$ cat src/rtl/bldc_velocity_loop_if.sv
// Control/status bundle between the velocity loop and its host / commutation stage.
// The loop core takes the slave side; the host (or bench) takes the master side.
interface bldc_velocity_loop_if #(
  parameter int VEL_W  = 16,
  parameter int GAIN_W = 12,
  parameter int K_W    = 8
);
  logic                     enable;
  logic                     direction;
  logic [VEL_W-2:0]         desired_velocity;
  logic [K_W-1:0]           kp;
  logic [K_W-1:0]           ki;
  logic                     encoder_a;
  logic                     encoder_b;
  logic [GAIN_W-1:0]        output_gain;
  logic                     commutation_enable;
  logic                     apply_initial_commutation;
  logic                     reset_encoder_count;
  logic signed [VEL_W-1:0]  measured_velocity;
  logic                     sample_valid;
  logic [1:0]               state;

  modport master (
    output enable, direction, desired_velocity, kp, ki, encoder_a, encoder_b,
    input  output_gain, commutation_enable, apply_initial_commutation,
           reset_encoder_count, measured_velocity, sample_valid, state
  );

  modport slave (
    input  enable, direction, desired_velocity, kp, ki, encoder_a, encoder_b,
    output output_gain, commutation_enable, apply_initial_commutation,
           reset_encoder_count, measured_velocity, sample_valid, state
  );
endinterface

$ cat src/rtl/bldc_velocity_loop.sv
// BLDC velocity core: quadrature decode, windowed tick count, slew-limited setpoint,
// anti-windup PI, and the run-state FSM.
//  state | meaning
//  IDLE  | drive off, waiting for enable
//  ALIGN | rotor alignment at ALIGN_GAIN for ALIGN_CYCLES clocks
//  RUN   | closed-loop PI drive, stall monitoring
//  FAULT | stalled at full gain; drive off until enable drops
module bldc_velocity_loop #(
  parameter int VEL_W         = 16,
  parameter int GAIN_W        = 12,
  parameter int FRAC_BITS     = 4,
  parameter int K_W           = 8,
  parameter int SAMPLE_CYCLES = 50000,
  parameter int ALIGN_CYCLES  = 1000000,
  parameter int ALIGN_GAIN    = 256,
  parameter int SLEW_STEP     = 16,
  parameter int STALL_SAMPLES = 8
) (
  input logic              clk,
  input logic              reset,
  bldc_velocity_loop_if.slave bus
);

  localparam logic [1:0] S_IDLE  = 2'b00;
  localparam logic [1:0] S_ALIGN = 2'b01;
  localparam logic [1:0] S_RUN   = 2'b10;
  localparam logic [1:0] S_FAULT = 2'b11;

  localparam int SMP_W = $clog2(SAMPLE_CYCLES);
  localparam int ALN_W = $clog2(ALIGN_CYCLES + 1);
  localparam int STL_W = $clog2(STALL_SAMPLES + 1);
  localparam int ERR_W = VEL_W + 1;
  localparam int INT_W = GAIN_W + FRAC_BITS;
  localparam int PI_W  = ERR_W + K_W + INT_W + 2;

  localparam logic [GAIN_W-1:0]       GAIN_MAX = '1;
  localparam logic signed [31:0]      VEL_MAX  = 32'(2**(VEL_W-1) - 1);
  localparam logic signed [31:0]      VEL_MIN  = -32'(2**(VEL_W-1));
  localparam logic signed [ERR_W-1:0] SLEW_E   = ERR_W'(SLEW_STEP);
  localparam logic signed [PI_W-1:0]  U_MAX    = PI_W'(2**GAIN_W - 1);
  localparam logic signed [PI_W-1:0]  I_MAX    = PI_W'((2**GAIN_W - 1) << FRAC_BITS);

  logic [1:0]               a_sync, b_sync;
  logic                     a_prev, b_prev;
  logic signed [1:0]        step;
  logic signed [31:0]       step_ext;
  logic [SMP_W-1:0]         smp_tmr;
  logic                     smp_tc;
  logic signed [31:0]       win_acc;
  logic signed [VEL_W-1:0]  meas_q, meas_sat;
  logic                     sv_q;

  logic [1:0]               state_q;
  logic [GAIN_W-1:0]        gain_q, gain_next;
  logic                     rec_q;
  logic [ALN_W-1:0]         aln_tmr;
  logic [STL_W-1:0]         stall_cnt;
  logic signed [VEL_W-1:0]  setpoint, sp_next;
  logic [INT_W-1:0]         integ, integ_next;
  logic [K_W-1:0]           kp_q, ki_q;
  logic                     pi_go;

  logic signed [ERR_W-1:0]  tgt, sp_diff, err;
  logic signed [PI_W-1:0]   integ_s, pi_sum, u, int_sum;
  logic                     clamp_hi, clamp_lo, freeze;

  // Forward (A leads B) walks 00 -> 10 -> 11 -> 01; two-bit jumps fall to default.
  always_comb begin
    step = 2'sd0;
    case ({a_prev, b_prev, a_sync[1], b_sync[1]})
      4'b0010, 4'b1011, 4'b1101, 4'b0100: step = 2'sd1;
      4'b1000, 4'b1110, 4'b0111, 4'b0001: step = -2'sd1;
      default:                            step = 2'sd0;
    endcase
  end

  assign step_ext = 32'(step);
  assign smp_tc   = (smp_tmr == SMP_W'(SAMPLE_CYCLES - 1));

  always_comb begin
    if (win_acc > VEL_MAX)      meas_sat = VEL_MAX[VEL_W-1:0];
    else if (win_acc < VEL_MIN) meas_sat = VEL_MIN[VEL_W-1:0];
    else                        meas_sat = win_acc[VEL_W-1:0];
  end

  always_ff @(posedge clk or negedge reset) begin
    if (!reset) begin
      a_sync  <= '0;
      b_sync  <= '0;
      a_prev  <= 1'b0;
      b_prev  <= 1'b0;
      smp_tmr <= '0;
      win_acc <= '0;
      meas_q  <= '0;
      sv_q    <= 1'b0;
    end else begin
      a_sync <= {a_sync[0], bus.encoder_a};
      b_sync <= {b_sync[0], bus.encoder_b};
      a_prev <= a_sync[1];
      b_prev <= b_sync[1];
      if (smp_tc) begin
        smp_tmr <= '0;
        win_acc <= step_ext;
        meas_q  <= meas_sat;
        sv_q    <= 1'b1;
      end else begin
        smp_tmr <= smp_tmr + SMP_W'(1);
        win_acc <= win_acc + step_ext;
        sv_q    <= 1'b0;
      end
    end
  end

  always_comb begin
    tgt     = bus.direction ? -$signed(ERR_W'({1'b0, bus.desired_velocity}))
                            :  $signed(ERR_W'({1'b0, bus.desired_velocity}));
    sp_diff = tgt - ERR_W'(setpoint);
    if (sp_diff > SLEW_E)       sp_next = setpoint + VEL_W'(SLEW_STEP);
    else if (sp_diff < -SLEW_E) sp_next = setpoint - VEL_W'(SLEW_STEP);
    else                        sp_next = tgt[VEL_W-1:0];
  end

  // PI evaluated one cycle after the setpoint moves, so gain lands 2 cycles after sample_valid.
  always_comb begin
    err      = ERR_W'(setpoint) - ERR_W'(meas_q);
    integ_s  = PI_W'($signed({1'b0, integ}));
    pi_sum   = PI_W'(err) * PI_W'($signed({1'b0, kp_q})) + integ_s;
    u        = pi_sum >>> FRAC_BITS;
    clamp_lo = u[PI_W-1];
    clamp_hi = !clamp_lo && (u > U_MAX);
    if (clamp_hi)      gain_next = GAIN_MAX;
    else if (clamp_lo) gain_next = '0;
    else               gain_next = u[GAIN_W-1:0];
    int_sum  = integ_s + PI_W'(err) * PI_W'($signed({1'b0, ki_q}));
    if (int_sum[PI_W-1])     integ_next = '0;
    else if (int_sum > I_MAX) integ_next = I_MAX[INT_W-1:0];
    else                     integ_next = int_sum[INT_W-1:0];
    freeze   = (clamp_hi && !err[ERR_W-1] && (err != '0)) || (clamp_lo && err[ERR_W-1]);
  end

  always_ff @(posedge clk or negedge reset) begin
    if (!reset) begin
      state_q   <= S_IDLE;
      gain_q    <= '0;
      rec_q     <= 1'b0;
      aln_tmr   <= '0;
      stall_cnt <= '0;
      setpoint  <= '0;
      integ     <= '0;
      kp_q      <= '0;
      ki_q      <= '0;
      pi_go     <= 1'b0;
    end else begin
      rec_q <= 1'b0;
      pi_go <= sv_q && (state_q == S_RUN);
      if (!bus.enable) begin
        state_q <= S_IDLE;
        gain_q  <= '0;
      end else begin
        case (state_q)
          S_IDLE: begin
            state_q   <= S_ALIGN;
            rec_q     <= 1'b1;
            aln_tmr   <= ALN_W'(ALIGN_CYCLES - 1);
            gain_q    <= GAIN_W'(ALIGN_GAIN);
            integ     <= '0;
            setpoint  <= '0;
            stall_cnt <= '0;
          end
          S_ALIGN: begin
            if (aln_tmr == '0) begin
              state_q <= S_RUN;
              gain_q  <= '0;
            end else begin
              aln_tmr <= aln_tmr - ALN_W'(1);
            end
          end
          S_RUN: begin
            if (sv_q) begin
              setpoint <= sp_next;
              kp_q     <= bus.kp;
              ki_q     <= bus.ki;
              if (meas_q == '0 && gain_q == GAIN_MAX) begin
                if (stall_cnt == STL_W'(STALL_SAMPLES - 1)) begin
                  state_q <= S_FAULT;
                  gain_q  <= '0;
                end else begin
                  stall_cnt <= stall_cnt + STL_W'(1);
                end
              end else begin
                stall_cnt <= '0;
              end
            end
            if (pi_go) begin
              gain_q <= gain_next;
              if (!freeze) integ <= integ_next;
            end
          end
          default: gain_q <= '0;
        endcase
      end
    end
  end

  assign bus.output_gain               = gain_q;
  assign bus.commutation_enable        = (state_q == S_ALIGN) || (state_q == S_RUN);
  assign bus.apply_initial_commutation = (state_q == S_ALIGN);
  assign bus.reset_encoder_count       = rec_q;
  assign bus.measured_velocity         = meas_q;
  assign bus.sample_valid              = sv_q;
  assign bus.state                     = state_q;

endmodule

$ cat src/flat_wrapper.sv
// flat-port wrapper written by rule: the top's interface ports become plain ports
module bldc_velocity_loop_flat 
#(
  parameter int VEL_W         = 16,
  parameter int GAIN_W        = 12,
  parameter int FRAC_BITS     = 4,
  parameter int K_W           = 8,
  parameter int SAMPLE_CYCLES = 50000,
  parameter int ALIGN_CYCLES  = 1000000,
  parameter int ALIGN_GAIN    = 256,
  parameter int SLEW_STEP     = 16,
  parameter int STALL_SAMPLES = 8
)
  (clk, reset, bus_enable, bus_direction, bus_desired_velocity, bus_kp, bus_ki, bus_encoder_a, bus_encoder_b, bus_output_gain, bus_commutation_enable, bus_apply_initial_commutation, bus_reset_encoder_count, bus_measured_velocity, bus_sample_valid, bus_state);
  bldc_velocity_loop_if #(.VEL_W(VEL_W), .GAIN_W(GAIN_W), .K_W(K_W)) bus_i ();
  input logic clk;
  input logic reset;
  input wire logic [$bits(bus_i.enable)-1:0] bus_enable;
  input wire logic [$bits(bus_i.direction)-1:0] bus_direction;
  input wire logic [$bits(bus_i.desired_velocity)-1:0] bus_desired_velocity;
  input wire logic [$bits(bus_i.kp)-1:0] bus_kp;
  input wire logic [$bits(bus_i.ki)-1:0] bus_ki;
  input wire logic [$bits(bus_i.encoder_a)-1:0] bus_encoder_a;
  input wire logic [$bits(bus_i.encoder_b)-1:0] bus_encoder_b;
  output wire logic [$bits(bus_i.output_gain)-1:0] bus_output_gain;
  output wire logic [$bits(bus_i.commutation_enable)-1:0] bus_commutation_enable;
  output wire logic [$bits(bus_i.apply_initial_commutation)-1:0] bus_apply_initial_commutation;
  output wire logic [$bits(bus_i.reset_encoder_count)-1:0] bus_reset_encoder_count;
  output wire logic [$bits(bus_i.measured_velocity)-1:0] bus_measured_velocity;
  output wire logic [$bits(bus_i.sample_valid)-1:0] bus_sample_valid;
  output wire logic [$bits(bus_i.state)-1:0] bus_state;
  assign bus_i.enable = bus_enable;
  assign bus_i.direction = bus_direction;
  assign bus_i.desired_velocity = bus_desired_velocity;
  assign bus_i.kp = bus_kp;
  assign bus_i.ki = bus_ki;
  assign bus_i.encoder_a = bus_encoder_a;
  assign bus_i.encoder_b = bus_encoder_b;
  assign bus_output_gain = bus_i.output_gain;
  assign bus_commutation_enable = bus_i.commutation_enable;
  assign bus_apply_initial_commutation = bus_i.apply_initial_commutation;
  assign bus_reset_encoder_count = bus_i.reset_encoder_count;
  assign bus_measured_velocity = bus_i.measured_velocity;
  assign bus_sample_valid = bus_i.sample_valid;
  assign bus_state = bus_i.state;
  bldc_velocity_loop #(.VEL_W(VEL_W), .GAIN_W(GAIN_W), .FRAC_BITS(FRAC_BITS), .K_W(K_W), .SAMPLE_CYCLES(SAMPLE_CYCLES), .ALIGN_CYCLES(ALIGN_CYCLES), .ALIGN_GAIN(ALIGN_GAIN), .SLEW_STEP(SLEW_STEP), .STALL_SAMPLES(STALL_SAMPLES)) u_core (.clk(clk), .reset(reset), .bus(bus_i));
endmodule
$ cat config.mk
export PLATFORM = sky130hd
export DESIGN_NAME = bldc_velocity_loop_flat
export DESIGN_NICKNAME = d
export VERILOG_FILES = /design/src/rtl/bldc_velocity_loop_if.sv /design/src/rtl/bldc_velocity_loop.sv /design/src/flat_wrapper.sv
export SDC_FILE = /design/constraint.sdc
export NUM_CORES = 1
export LEC_CHECK = 0
export ABC_AREA = 1
export BUFFER_PORTS_ARGS = -buffer_cell sky130_fd_sc_hd__buf_4
export CORE_MARGIN = 10
export CORE_UTILIZATION = 40
export DETAILED_ROUTE_END_ITERATION = 10
export GPL_TIMING_DRIVEN = 0
export HOLD_SLACK_MARGIN = 0.03
export MAX_ROUTING_LAYER = met4
export REMOVE_ABC_BUFFERS = 1
export SYNTH_ARGS = -nofsm -noshare
export SYNTH_HDL_FRONTEND = slang
export SYNTH_SLANG_ARGS = --single-unit
$ cat constraint.sdc
create_clock -name clk -period 16.7 [get_ports clk]
set_input_delay 3.34 -clock clk [delete_from_list [all_inputs] [get_ports clk]]
set_output_delay 3.34 -clock clk [all_outputs]
set_load 0.1 [all_outputs]
==> out/metrics.json, run 1 <==
{
  "run_status": "finished clean",
  "postCtsHoldBufs": 0,
  "max_slew.worst_pin.slew_ps": 1350,
  "drt_first_pass_iters": 5,
  "final_nets": 3797,
  "critPathRequiredTime_ps": 17050,
  "yosysMostFrequentCell": "nand2_1",
  "via_count_of_the_first_global_routing_pass": 19907,
  "synth-edff-count": 0,
  "total_leakage_power_nw": 14.2,
  "gp_routability_congestion": 0.901,
  "dieArea_mm2": 0.0687,
  "timing.critical_path.max_delay_family": "adder cells",
  "detailed_place_hpwl_um": 50300,
  "insertedDiodeCount": 0,
  "r2r-end": "u_core.integ[9]",
  "path_max_fanout": 16,
  "sequentialPowerShare_pct": 32.3,
  "die_span_x_um": 262,
  "grt_max_degree": 114,
  "nFillCells": 6027,
  "cp_common_cell": "nand2_1",
  "max-slew-margin-rel_pct": 9.53,
  "setup.reg_to_reg.worst_slack_ps": 7680,
  "postSynth.topFlopCell": "dfrtp_1",
  "buffer_ports.inserted": 70,
  "postSynth.asyncResetShare_pct": 100,
  "drt_wl_total_um": 61000,
  "layout-drive-gt1-share_pct": 6.34,
  "ff2ff_path_depth": 37,
  "clockRootBuffer": "clkbuf_16",
  "netlist-cell-type-count": 59,
  "final.hold.worst_slack_ps": 351,
  "cp_num_buf_inv": 6,
  "layout_worst_path_cycle_share_pct": 54.0,
  "timing.hold.worst.class": "reg -> reg",
  "power.combinational.fraction_pct": 40.4,
  "worst_skew_pair.late_latency_ps": 470,
  "finalInstanceArea_mm2": 0.0253,
  "max_cap_violations": 0,
  "clock-sinks": 159,
  "max-clock-path-buffers": 2,
  "vdd_drop_max_mv": 0.0829,
  "swShare_pct": 42.9,
  "synthTopCellsByArea": "fa_1 20%, dfrtp_1 17%, nand2_1 12%",
  "ys_seq_elements": 159,
  "synthDominantCellAreaShare_pct": 19.6,
  "worst_hold_path.num_cells": 0,
  "placed_cell_area_mm2": 0.0247,
  "initialDrtViolationCount": 1100,
  "timing.final.crit_period_ps": 9020,
  "p_switching_uw": 646,
  "grt_pass1_wl_um": 102000,
  "tritoncts": "done",
  "hold_viol_final": 0,
  "initial_core_util_pct": 40.5,
  "die_height_um": 262,
  "holdCritStartpoint": "u_core.a_sync[0]",
  "drt_drc_violations_left": 0,
  "worst_setup_path_start_kind": "flip-flop",
  "critPathCaptureType": "flip-flop",
  "detail_route.vias_per_cell": 4.96,
  "globalRouteOverflowTotal": 0,
  "synth_area_leader_cell": "fa_1",
  "yosysSeqAreaShare_pct": 17.0,
  "crit_type": "reg -> reg",
  "cts_setup_buffers": 0,
  "power_density_mw_per_mm2": 59.5,
  "cts_made_buffers": 17,
  "timing.critical_path.slowest_cell_delay_ps": 1050,
  "clock_power_share_pct": 27.3,
  "core_mm2": 0.0578,
  "report.final.setup_viol": 0,
  "worstHoldEndpoint": "u_core.a_sync[1]",
  "syn_area_per_cell_um2": 7.15,
  "yosys-top-cells-count": "759 x nand2_1, 632 x inv_1, 370 x nor2_1",
  "placed_cells_incl_taps": 4060,
  "setup-tns-final_ps": 0,
  "cts_repair_resizes": 0,
  "crit_path_max_delay_cell_type": "xor2_1",
  "arr_time_crit_path_ps": 9370,
  "rsz0062_at_grt": "no",
  "htree_num_levels": 4,
  "fin_cells": 4092,
  "ioPinCount": 71,
  "post_synth_instance_area_mm2": 0.0234,
  "initial_antenna_violation_count": 0,
  "achievable-frequency_mhz": 111,
  "finalMaxSlewViolations": 0,
  "detailroute.via_count": 20280,
  "wire_per_inst_um": 14.9,
  "floorplan.rows": 88,
  "finClkSkew_ps": 16.7,
  "number_of_instances_in_the_synthesized_netlist": 3280,
  "worstReg2RegStart": "u_core.bus.measured_velocity[0]",
  "flow.area_growth_from_synthesis_pct": 8.14,
  "yosys_warnings": 0,
  "p_int_uw": 862,
  "drtAntennaViolNets": 0,
  "clk_pin_slew_worst_paths_ps": 70,
  "total_routing_usage_reported_by_global_routing_pct": 18.8
}
[layout make-up]
class | instances | area [um^2] | share of cell area [%]
Multi-Input combinational cell | 2409 | 16800 | 66.2
Timing Repair Buffer | 72 | 581 | 2.29
Tap cell | 765 | 957 | 3.78
Sequential cell | 159 | 3980 | 15.7
Clock buffer | 19 | 453 | 1.79
Inverter | 655 | 2460 | 9.70
Clock inverter | 13 | 148 | 0.583
[layer usage]
metal / part of all wire (%) / global-route usage, %
met5: 0 / -
met4: 1.7 / 4.05
met3: 3.4 / 2.12
met2: 47 / 30.5
met1: 48 / 24.9
[registers in the layout, summed over array words and instances (netlist names), 4 cells and up]
name	cells
u_core.bus.output_gain	12
u_core.setpoint	16
u_core.kp_q	8
u_core.aln_tmr	20
u_core.win_acc	32
u_core.ki_q	8
u_core.smp_tmr	16
u_core.integ	16
u_core.bus.measured_velocity	16
u_core.stall_cnt	4
[power groups by stage]
stage,logic [mW],clock network (mW),registers (mW)
6_report,0.609,0.412,0.486
5_1_grt,0.690,0.438,0.494
4_1_cts,0.609,0.422,0.486
3_5_place_dp,0.605,0,0.493
3_3_place_gp,0.600,0,0.492
2_1_floorplan,0.434,0,0.506
[cell families after synthesis]
logic type | count (synthesis) | synth area share (%)
buffers and inverters | 712 | 11.6
xor gates and xnor gates | 120 | 4.52
adders and majority gates | 446 | 31.2
DFF | 159 | 17.0
and+or+nand+nor | 1477 | 27.0
AOI/OAI and AO/OA | 366 | 8.74
[worst max path at each step]
stage / start / endpoint / slack (ps) / cells past startpoint
after floorplan: u_core.bus.measured_velocity[3] / u_core.integ[15] / 8980 / 36
after global placement: u_core.bus.measured_velocity[0] / u_core.integ[15] / 7690 / 37
after detailed placement: u_core.bus.measured_velocity[0] / u_core.integ[9] / 7760 / 37
after CTS: u_core.bus.measured_velocity[0] / u_core.integ[9] / 7730 / 37
after global routing: u_core.bus.measured_velocity[0] / u_core.integ[15] / 7080 / 37
final: u_core.bus.measured_velocity[0] / u_core.integ[9] / 7680 / 37
[cell usage in the layout (no fill, tap or decap), drive strengths merged, types with 3 or more instances in the layout]
cell	instances
o21a	4
or2	12
xor2	84
nand3	150
a21o	14
o31ai	3
nand3b	7
o21bai	7
dfrtp	159
and2	3
nor3	42
ha	216
o22ai	14
a31o	3
a21boi	7
buf	72
nor2	380
o211ai	6
clkinvlp	4
nor4	21
o21ai	137
fa	230
clkinv	14
a31oi	11
inv	649
o221ai	4
xnor2	36
nand2	808
clkbuf	19
a21oi	149
nand4	52
[metrics by stage]
| stage | power, mW | utilization [%] | setup WS (ps) |
|---|---|---|---|
| 6_report | 1.51 | 43.8 | 7680 |
| 5_1_grt | 1.62 | 43.8 | 7080 |
| 4_1_cts | 1.52 | 43.8 | 7730 |
| 3_5_place_dp | 1.10 | 42.8 | 7760 |
| 3_3_place_gp | 1.09 | 42.7 | 7690 |
| 2_1_floorplan | 0.940 | - | 8980 |
Note: power is estimated with default switching activity, not from simulation.
==> run 2, diff against run 1 <==
- clock period: 16.7 -> 8.4 ns (I/O delays scaled with it)
==> out/metrics.json, run 2 (same netlist as run 1, synthesis figures left out) <==
{
  "run_status": "finished clean",
  "timing.final.crit_period": {"value": 7850, "unit": "ps", "change": "-1170 ps"},
  "die_span_x": {"value": 262, "unit": "um", "change": "unchanged"},
  "layout-drive-gt1-share": {"value": 7.93, "unit": "%", "change": "+1.6 points"},
  "critPathRequiredTime": {"value": 8800, "unit": "ps", "change": "-8250 ps"},
  "via_count_of_the_first_global_routing_pass": {"value": 19940, "change": "+0.17%"},
  "layout_worst_path_cycle_share": {"value": 93.5, "unit": "%", "change": "+39 points"},
  "worst_skew_pair.late_latency": {"value": 470, "unit": "ps", "change": "about the same"},
  "initial_core_util": {"value": 40.5, "unit": "%", "change": "unchanged"},
  "initial_antenna_violation_count": {"value": 0, "change": "unchanged"},
  "crit_path_max_delay_cell_type": "fa_1",
  "final_cell_mix": "754 x nand2_1, 628 x inv_1, 366 x nor2_1",
  "detail_route.vias_per_cell": {"value": 4.97, "change": "+0.18%"},
  "drt_first_pass_iters": {"value": 5, "change": "unchanged"},
  "hold_viol_final": {"value": 0, "change": "unchanged"},
  "rsz0062_at_grt": "no",
  "postCtsHoldBufs": {"value": 0, "change": "unchanged"},
  "detailroute.via_count": {"value": 20456, "change": "+0.87%"},
  "flow.area_growth_from_synthesis_pct": 9.94,
  "clockRootBuffer": "clkbuf_16",
  "finalWorstSetupSlack": {"value": 546, "unit": "ps", "change": "-7130 ps"},
  "report.final.setup_viol": {"value": 0, "change": "unchanged"},
  "place_ws": {"value": -539, "unit": "ps", "change": "-8300 ps"},
  "sequentialPowerShare": {"value": 32.2, "unit": "%", "change": "about the same"},
  "cts_made_buffers": {"value": 17, "change": "unchanged"},
  "crit_type": "reg -> reg",
  "initialDrtViolationCount": {"value": 1133, "change": "+3.0%"},
  "gp_routability_congestion": {"value": 0.901, "change": "unchanged"},
  "finalMaxSlewViolations": {"value": 0, "change": "unchanged"},
  "insertedDiodeCount": {"value": 0, "change": "unchanged"},
  "globalRouteOverflowTotal": {"value": 0, "change": "unchanged"},
  "arr_time_crit_path": {"value": 8260, "unit": "ps", "change": "-1110 ps"},
  "dieArea": {"value": 0.0687, "unit": "mm^2", "change": "unchanged"},
  "layout.cells.most_common": "nand2_1",
  "die_height": {"value": 262, "unit": "um", "change": "unchanged"},
  "p_switching": {"value": 1.29, "unit": "mW", "change": "+99%"},
  "timing.critical_path.slowest_cell_delay": {"value": 550, "unit": "ps", "change": "-500 ps"},
  "floorplan.rows": {"value": 88, "change": "unchanged"},
  "core": {"value": 0.0578, "unit": "mm^2", "change": "unchanged"},
  "timing.hold.worst.class": "reg -> reg",
  "max-clock-path-buffers": {"value": 2, "change": "unchanged"},
  "drt_wl_total": {"value": 61300, "unit": "um", "change": "+0.59%"},
  "grt_max_degree": {"value": 114, "change": "unchanged"},
  "detailed_place_hpwl": {"value": 50300, "unit": "um", "change": "unchanged"},
  "drt_drc_violations_left": {"value": 0, "change": "unchanged"},
  "drtAntennaViolNets": {"value": 0, "change": "unchanged"},
  "max-slew-margin-rel": {"value": 18.9, "unit": "%", "change": "+9.4 points"},
  "tritoncts": "done",
  "total_routing_usage_reported_by_global_routing": {"value": 18.8, "unit": "%", "change": "+0.021 points"},
  "max_flop_register": "u_core.win_acc",
  "critPathCaptureType": "flip-flop",
  "ioPinCount": {"value": 71, "change": "unchanged"},
  "total_leakage_power": {"value": 14.3, "unit": "nW", "change": "+0.98%"},
  "grt_pass1_wl": {"value": 102000, "unit": "um", "change": "+0.14%"},
  "max_slew.worst_pin.slew": {"value": 1210, "unit": "ps", "change": "-138 ps"},
  "path_max_fanout": {"value": 12, "change": "-4"},
  "clk_pin_slew_worst_paths": {"value": 70, "unit": "ps", "change": "about the same"},
  "wire_per_inst": {"value": 14.9, "unit": "um", "change": "about the same"},
  "nFillCells": {"value": 5982, "change": "-0.75%"},
  "htree_num_levels": {"value": 4, "change": "unchanged"},
  "max_cap_violations": {"value": 0, "change": "unchanged"},
  "worst_setup_path_start_kind": "flip-flop",
  "top_regs": "u_core.win_acc x32, u_core.aln_tmr x20",
  "buffer_ports.inserted": {"value": 70, "change": "unchanged"},
  "final_nets": {"value": 3825, "change": "+0.74%"},
  "clock_power_share": {"value": 27.3, "unit": "%", "change": "about the same"},
  "cp_common_cell": "nand2_1",
  "power_density": {"value": 116, "unit": "mW/mm^2", "change": "+96%"},
  "largest_reg_flops": {"value": 32, "change": "unchanged"},
  "clock-sinks": {"value": 159, "change": "unchanged"},
  "p_int": {"value": 1.72, "unit": "mW", "change": "+99%"},
  "swShare": {"value": 42.8, "unit": "%", "change": "about the same"},
  "vdd_drop_max": {"value": 0.165, "unit": "mV", "change": "+99%"},
  "setup-tns-final": {"value": 0, "unit": "ps", "change": "unchanged"},
  "finClkSkew": {"value": 17.1, "unit": "ps", "change": "+0.328 ps"},
  "power.combinational.fraction": {"value": 40.5, "unit": "%", "change": "about the same"},
  "achievable-frequency": {"value": 127, "unit": "MHz", "change": "+15%"}
}
[run 2: power groups by stage]
| stage | Combinational (mW) | Sequential, mW | Clock (mW) |
|---|---|---|---|
| 2_1_floorplan | 0.863 | 1.01 | 0 |
| 6_report | 1.21 | 0.967 | 0.819 |
| 3_3_place_gp | 1.19 | 0.978 | 0 |
| 5_1_grt | 1.38 | 0.983 | 0.870 |
| 4_1_cts | 1.21 | 0.966 | 0.839 |
| 3_5_place_dp | 1.20 | 0.980 | 0 |
[run 2: final timing paths]
kind | start | to | slack (ps) | depth (start not counted)
max in group asynchronous | reset | u_core.bus.measured_velocity[0] | 6330 | 2
setup / recovery | u_core.bus.measured_velocity[0] | u_core.integ[14] | 550 | 41
setup reg to reg | u_core.bus.measured_velocity[0] | u_core.integ[14] | 550 | 41
min in group asynchronous | reset | u_core.bus.output_gain[9] | 1130 | 1
hold reg to reg | u_core.a_sync[0] | u_core.a_sync[1] | 350 | 0
hold / removal | u_core.a_sync[0] | u_core.a_sync[1] | 350 | 0
[run 2: timing repair]
| action | 4_1_cts | 5_1_grt |
|---|---|---|
| endpoints found under the hold margin | 0 | 0 |
| buffers inserted | 4 | 23 |
| gates cloned | 0 | 1 |
| pin swaps | 1 | 10 |
| setup endpoints to repair | 24 | 27 |
| resized for setup | 6 | 34 |
[run 2: area by class of cell]
| cell class | instances | area (um^2) | share of cell area [%] |
|---|---|---|---|
| multi-input combinational | 2410 | 17000 | 65.8 |
| timing repair buffer | 99 | 796 | 3.09 |
| clock inverter | 13 | 148 | 0.573 |
| clock buffer | 19 | 453 | 1.76 |
| tap | 765 | 957 | 3.71 |
| sequential | 159 | 3980 | 15.4 |
| inverter | 655 | 2470 | 9.59 |
[run 2: critical path: cells and delay by family, from the launching register on]
kind / cells / cell delay [ps]
compound gates: 2 / 280
buf+inv: 7 / 650
simple gates: 24 / 2990
fa+ha+maj: 8 / 3380
flops: 1 / 460
[run 2: per-stage QoR]
step	cell area (um^2)	instances	hold slack, ps	util [%]	power, mW
after floorplan	23200	3223	331	-	1.87
after global placement	24700	4058	335	42.7	2.17
after detailed placement	24700	4060	337	42.8	2.18
after CTS	25400	4096	354	44.0	3.02
after global routing	25800	4120	362	44.6	3.23
final	25800	4120	351	44.6	3.00
[run 2: per-layer routing]
| metal | part of all wire [%] | GRT usage [%] | vias up |
|---|---|---|---|
| met3 | 3.3 | 2.17 | 51 |
| met1 | 48 | 24.9 | 9729 |
| met2 | 47 | 30.6 | 333 |
| li1 | - | - | 10343 |
| met4 | 1.7 | 4.05 | 0 |
| met5 | 0 | - | - |
==> run 3, diff against run 2 <==
- ABC_AREA: 1 -> not set
==> out/metrics.json, run 3 <==
{
  "finalMaxSlewViolations": {"value": 0, "change": "unchanged"},
  "critPathRequiredTime": {"value": 8770, "unit": "ps", "change": "-30 ps"},
  "clk_pin_slew_worst_paths": {"value": 70, "unit": "ps", "change": "about the same"},
  "layout_worst_path_cycle_share": {"value": 97.1, "unit": "%", "change": "+3.6 points"},
  "critPathCaptureType": "flip-flop",
  "die_height": {"value": 254, "unit": "um", "change": "-3.0%"},
  "htree_num_levels": {"value": 4, "change": "unchanged"},
  "crit_type": "reg -> reg",
  "fin_cells": {"value": 3345, "change": "-19%"},
  "timing.critical_path.slowest_cell_delay": {"value": 540, "unit": "ps", "change": "about the same"},
  "clock-sinks": {"value": 159, "change": "unchanged"},
  "netlist-cell-type-count": {"value": 88, "change": "+49%"},
  "drt_first_pass_iters": {"value": 5, "change": "unchanged"},
  "layout.cells.most_common": "inv_1",
  "clock_power_share": {"value": 28.8, "unit": "%", "change": "+1.5 points"},
  "max-clock-path-buffers": {"value": 2, "change": "unchanged"},
  "max_slew.worst_pin.slew": {"value": 1100, "unit": "ps", "change": "-118 ps"},
  "initial_antenna_violation_count": {"value": 1, "change": "+1"},
  "yosys-top-cells-count": "361 x inv_1, 270 x nand2_1, 230 x fa_1",
  "worst_setup_path_start_kind": "flip-flop",
  "worstHoldEndpoint": "u_core.b_sync[1]",
  "final_cell_mix": "361 x inv_1, 270 x nand2_1, 228 x fa_1",
  "syn_area_per_cell": {"value": 8.63, "unit": "um^2", "change": "+21%"},
  "power_density": {"value": 115, "unit": "mW/mm^2", "change": "-0.95%"},
  "worst_skew_pair.late_latency": {"value": 490, "unit": "ps", "change": "+20 ps"},
  "cp_num_buf_inv": {"value": 8, "change": "+1"},
  "ff2ff_path_depth": {"value": 32, "change": "-22%"},
  "number_of_instances_in_the_synthesized_netlist": {"value": 2540, "change": "-23%"},
  "timing.final.crit_period": {"value": 8150, "unit": "ps", "change": "+299 ps"},
  "finalCoreUtilization": {"value": 46.3, "unit": "%", "change": "+1.7 points"},
  "insertedDiodeCount": {"value": 0, "change": "unchanged"},
  "achievable-frequency": {"value": 123, "unit": "MHz", "change": "-3.7%"},
  "initial_core_util": {"value": 40.6, "unit": "%", "change": "about the same"},
  "r2r-end": "u_core.integ[8]",
  "max_flop_register": "u_core.win_acc",
  "placed_cells_incl_taps": {"value": 3241, "change": "-20%"},
  "via_count_of_the_first_global_routing_pass": {"value": 18942, "change": "-5.0%"},
  "core": {"value": 0.0540, "unit": "mm^2", "change": "-6.5%"},
  "finClkSkew": {"value": 11.9, "unit": "ps", "change": "-5.11 ps"},
  "tritoncts": "done",
  "ys_seq_elements": {"value": 159, "change": "unchanged"},
  "p_int": {"value": 1.75, "unit": "mW", "change": "+2.1%"},
  "postSynth.asyncResetShare": {"value": 100, "unit": "%", "change": "unchanged"},
  "largest_reg_flops": {"value": 32, "change": "unchanged"},
  "setup.reg_to_reg.worst_slack": {"value": 250, "unit": "ps", "change": "-300 ps"},
  "flow.area_growth_from_synthesis_pct": 14.2,
  "max_cap_violations": {"value": 0, "change": "unchanged"},
  "gp_routability_congestion": {"value": 0.883, "change": "-1.9%"},
  "clockRootBuffer": "clkbuf_16",
  "dieArea": {"value": 0.0646, "unit": "mm^2", "change": "-6.0%"},
  "top_regs": "u_core.win_acc x32, u_core.aln_tmr x20",
  "synth-edff-count": {"value": 0, "change": "unchanged"},
  "detail_route.vias_per_cell": {"value": 5.47, "change": "+10%"},
  "die_span_x": {"value": 254, "unit": "um", "change": "-3.0%"},
  "initialDrtViolationCount": {"value": 1276, "change": "+13%"},
  "area_of_the_multi_input_gates": {"value": 0.0168, "unit": "mm^2", "change": "-0.71%"},
  "sequentialPowerShare": {"value": 32.9, "unit": "%", "change": "+0.7 points"},
  "nFillCells": {"value": 5222, "change": "-13%"},
  "yosysMostFrequentCell": "inv_1",
  "synthDominantCellAreaShare": {"value": 21.0, "unit": "%", "change": "+1.4 points"},
  "worstReg2RegStart": "u_core.bus.measured_velocity[2]",
  "drt_drc_violations_left": {"value": 0, "change": "unchanged"},
  "holdCritStartpoint": "u_core.b_sync[0]",
  "buffer_ports.inserted": {"value": 70, "change": "unchanged"},
  "drt_wl_total": {"value": 59300, "unit": "um", "change": "-3.3%"},
  "p_switching": {"value": 1.14, "unit": "mW", "change": "-12%"},
  "post_synth_instance_area": {"value": 0.0219, "unit": "mm^2", "change": "-6.5%"},
  "detailroute.via_count": {"value": 18294, "change": "-11%"},
  "ioPinCount": {"value": 71, "change": "unchanged"},
  "grt_pass1_wl": {"value": 96700, "unit": "um", "change": "-4.9%"},
  "yosysSeqAreaShare": {"value": 18.2, "unit": "%", "change": "+1.2 points"},
  "total_routing_usage_reported_by_global_routing": {"value": 19.1, "unit": "%", "change": "+0.31 points"},
  "final_nets": {"value": 3119, "change": "-18%"},
  "vdd_drop_max": {"value": 0.158, "unit": "mV", "change": "-3.9%"},
  "total_leakage_power": {"value": 12.6, "unit": "nW", "change": "-12%"},
  "final.hold.worst_slack": {"value": 352, "unit": "ps", "change": "+0.969 ps"},
  "max-slew-margin-rel": {"value": 26.9, "unit": "%", "change": "+8.0 points"},
  "worst_hold_path.num_cells": {"value": 0, "change": "unchanged"},
  "detailed_place_hpwl": {"value": 44800, "unit": "um", "change": "-11%"},
  "path_max_fanout": {"value": 16, "change": "+4"},
  "floorplan.rows": {"value": 85, "change": "-3.4%"},
  "crit_path_max_delay_cell_type": "fa_1",
  "seqCellArea": {"value": 0.00398, "unit": "mm^2", "change": "about the same"},
  "cts_made_buffers": {"value": 17, "change": "unchanged"},
  "timing.hold.worst.class": "reg -> reg",
  "report.final.setup_viol": {"value": 0, "change": "unchanged"},
  "yosys_warnings": {"value": 0, "change": "unchanged"},
  "swShare": {"value": 39.3, "unit": "%", "change": "-3.5 points"},
  "grt_max_degree": {"value": 82, "change": "-28%"},
  "arr_time_crit_path": {"value": 8520, "unit": "ps", "change": "+260 ps"},
  "run_status": "finished clean",
  "globalRouteOverflowTotal": {"value": 0, "change": "unchanged"},
  "postCtsHoldBufs": {"value": 0, "change": "unchanged"},
  "drtAntennaViolNets": {"value": 0, "change": "unchanged"},
  "hold_viol_final": {"value": 0, "change": "unchanged"},
  "synthTopCellsByArea": "fa_1 21%, dfrtp_1 18%, ha_1 12%",
  "postSynth.topFlopCell": "dfrtp_1",
  "layout-drive-gt1-share": {"value": 11.2, "unit": "%", "change": "+3.3 points"},
  "power.combinational.fraction": {"value": 38.2, "unit": "%", "change": "-2.3 points"},
  "wire_per_inst": {"value": 17.7, "unit": "um", "change": "+19%"},
  "synth_area_leader_cell": "fa_1",
  "timing.critical_path.max_delay_family": "adder cells"
}
[run 3: layout make-up]
type                            count  share of cell area [%]
Sequential cell                   159                    15.9
Clock inverter                     12                   0.580
Clock buffer                       20                    1.83
Multi-Input combinational cell   1941                    67.3
Tap cell                          696                    3.48
Inverter                          362                    5.43
Timing Repair Buffer              155                    5.45
[run 3: cell families after synthesis]
group                      after synthesis  synth area share (%)
muxes                                   11                 0.571
adders and majority gates              446                  33.3
and+or+nand+nor                        864                  20.0
xor gates and xnor gates               155                  6.19
DFF                                    159                  18.2
buffers and inverters                  441                  7.64
AOI/OAI and AO/OA                      464                  14.1
[run 3: metrics by stage]
| stage | power [mW] | area, um^2 | worst slack, ps | TNS, ps |
|---|---|---|---|---|
| after CTS | 2.90 | 24200 | 10.3 | 0 |
| final | 2.89 | 25000 | 247 | 0 |
| after global placement | 2.01 | 23000 | -2300 | -48010 |
| after floorplan | 1.77 | 21600 | -302 | -4560 |
| after global routing | 3.07 | 25000 | -50.0 | -516 |
| after detailed placement | 2.05 | 23300 | -1580 | -38860 |
[run 3: worst max-delay path by stage]
stage                                     from                         to  slack, ps  cells past startpoint
5_1_grt        u_core.bus.measured_velocity[0]            u_core.integ[8]        -50                     33
6_report       u_core.bus.measured_velocity[2]            u_core.integ[8]        250                     32
4_1_cts        u_core.bus.measured_velocity[0]            u_core.integ[8]         10                     26
3_5_place_dp   u_core.bus.measured_velocity[0]  u_core.bus.output_gain[8]      -1580                     29
2_1_floorplan  u_core.bus.measured_velocity[9]           u_core.integ[10]       -300                     29
3_3_place_gp   u_core.bus.measured_velocity[0]  u_core.bus.output_gain[8]      -2300                     29
[run 3: power by group through the flow]
stage          Clock [mW]  Combinational [mW]  Sequential [mW]
6_report            0.832                1.10            0.950
5_1_grt             0.878                1.23            0.964
4_1_cts             0.851                1.10            0.950
3_5_place_dp            0                1.08            0.962
3_3_place_gp            0                1.05            0.961
2_1_floorplan           0               0.777            0.994
[run 3: routing by layer]
metal	track usage, %	routed length, um
met5	-	0
met1	23.9	26600
met3	3.21	2590
met4	5.30	1210
met2	31.6	28900
[run 3: repair_timing]
action | CTS | global route
setup endpoints to repair | 28 | 28
gates cloned | 1 | 2
pin swaps | 9 | 38
buffers inserted | 19 | 49
resized for setup | 25 | 76
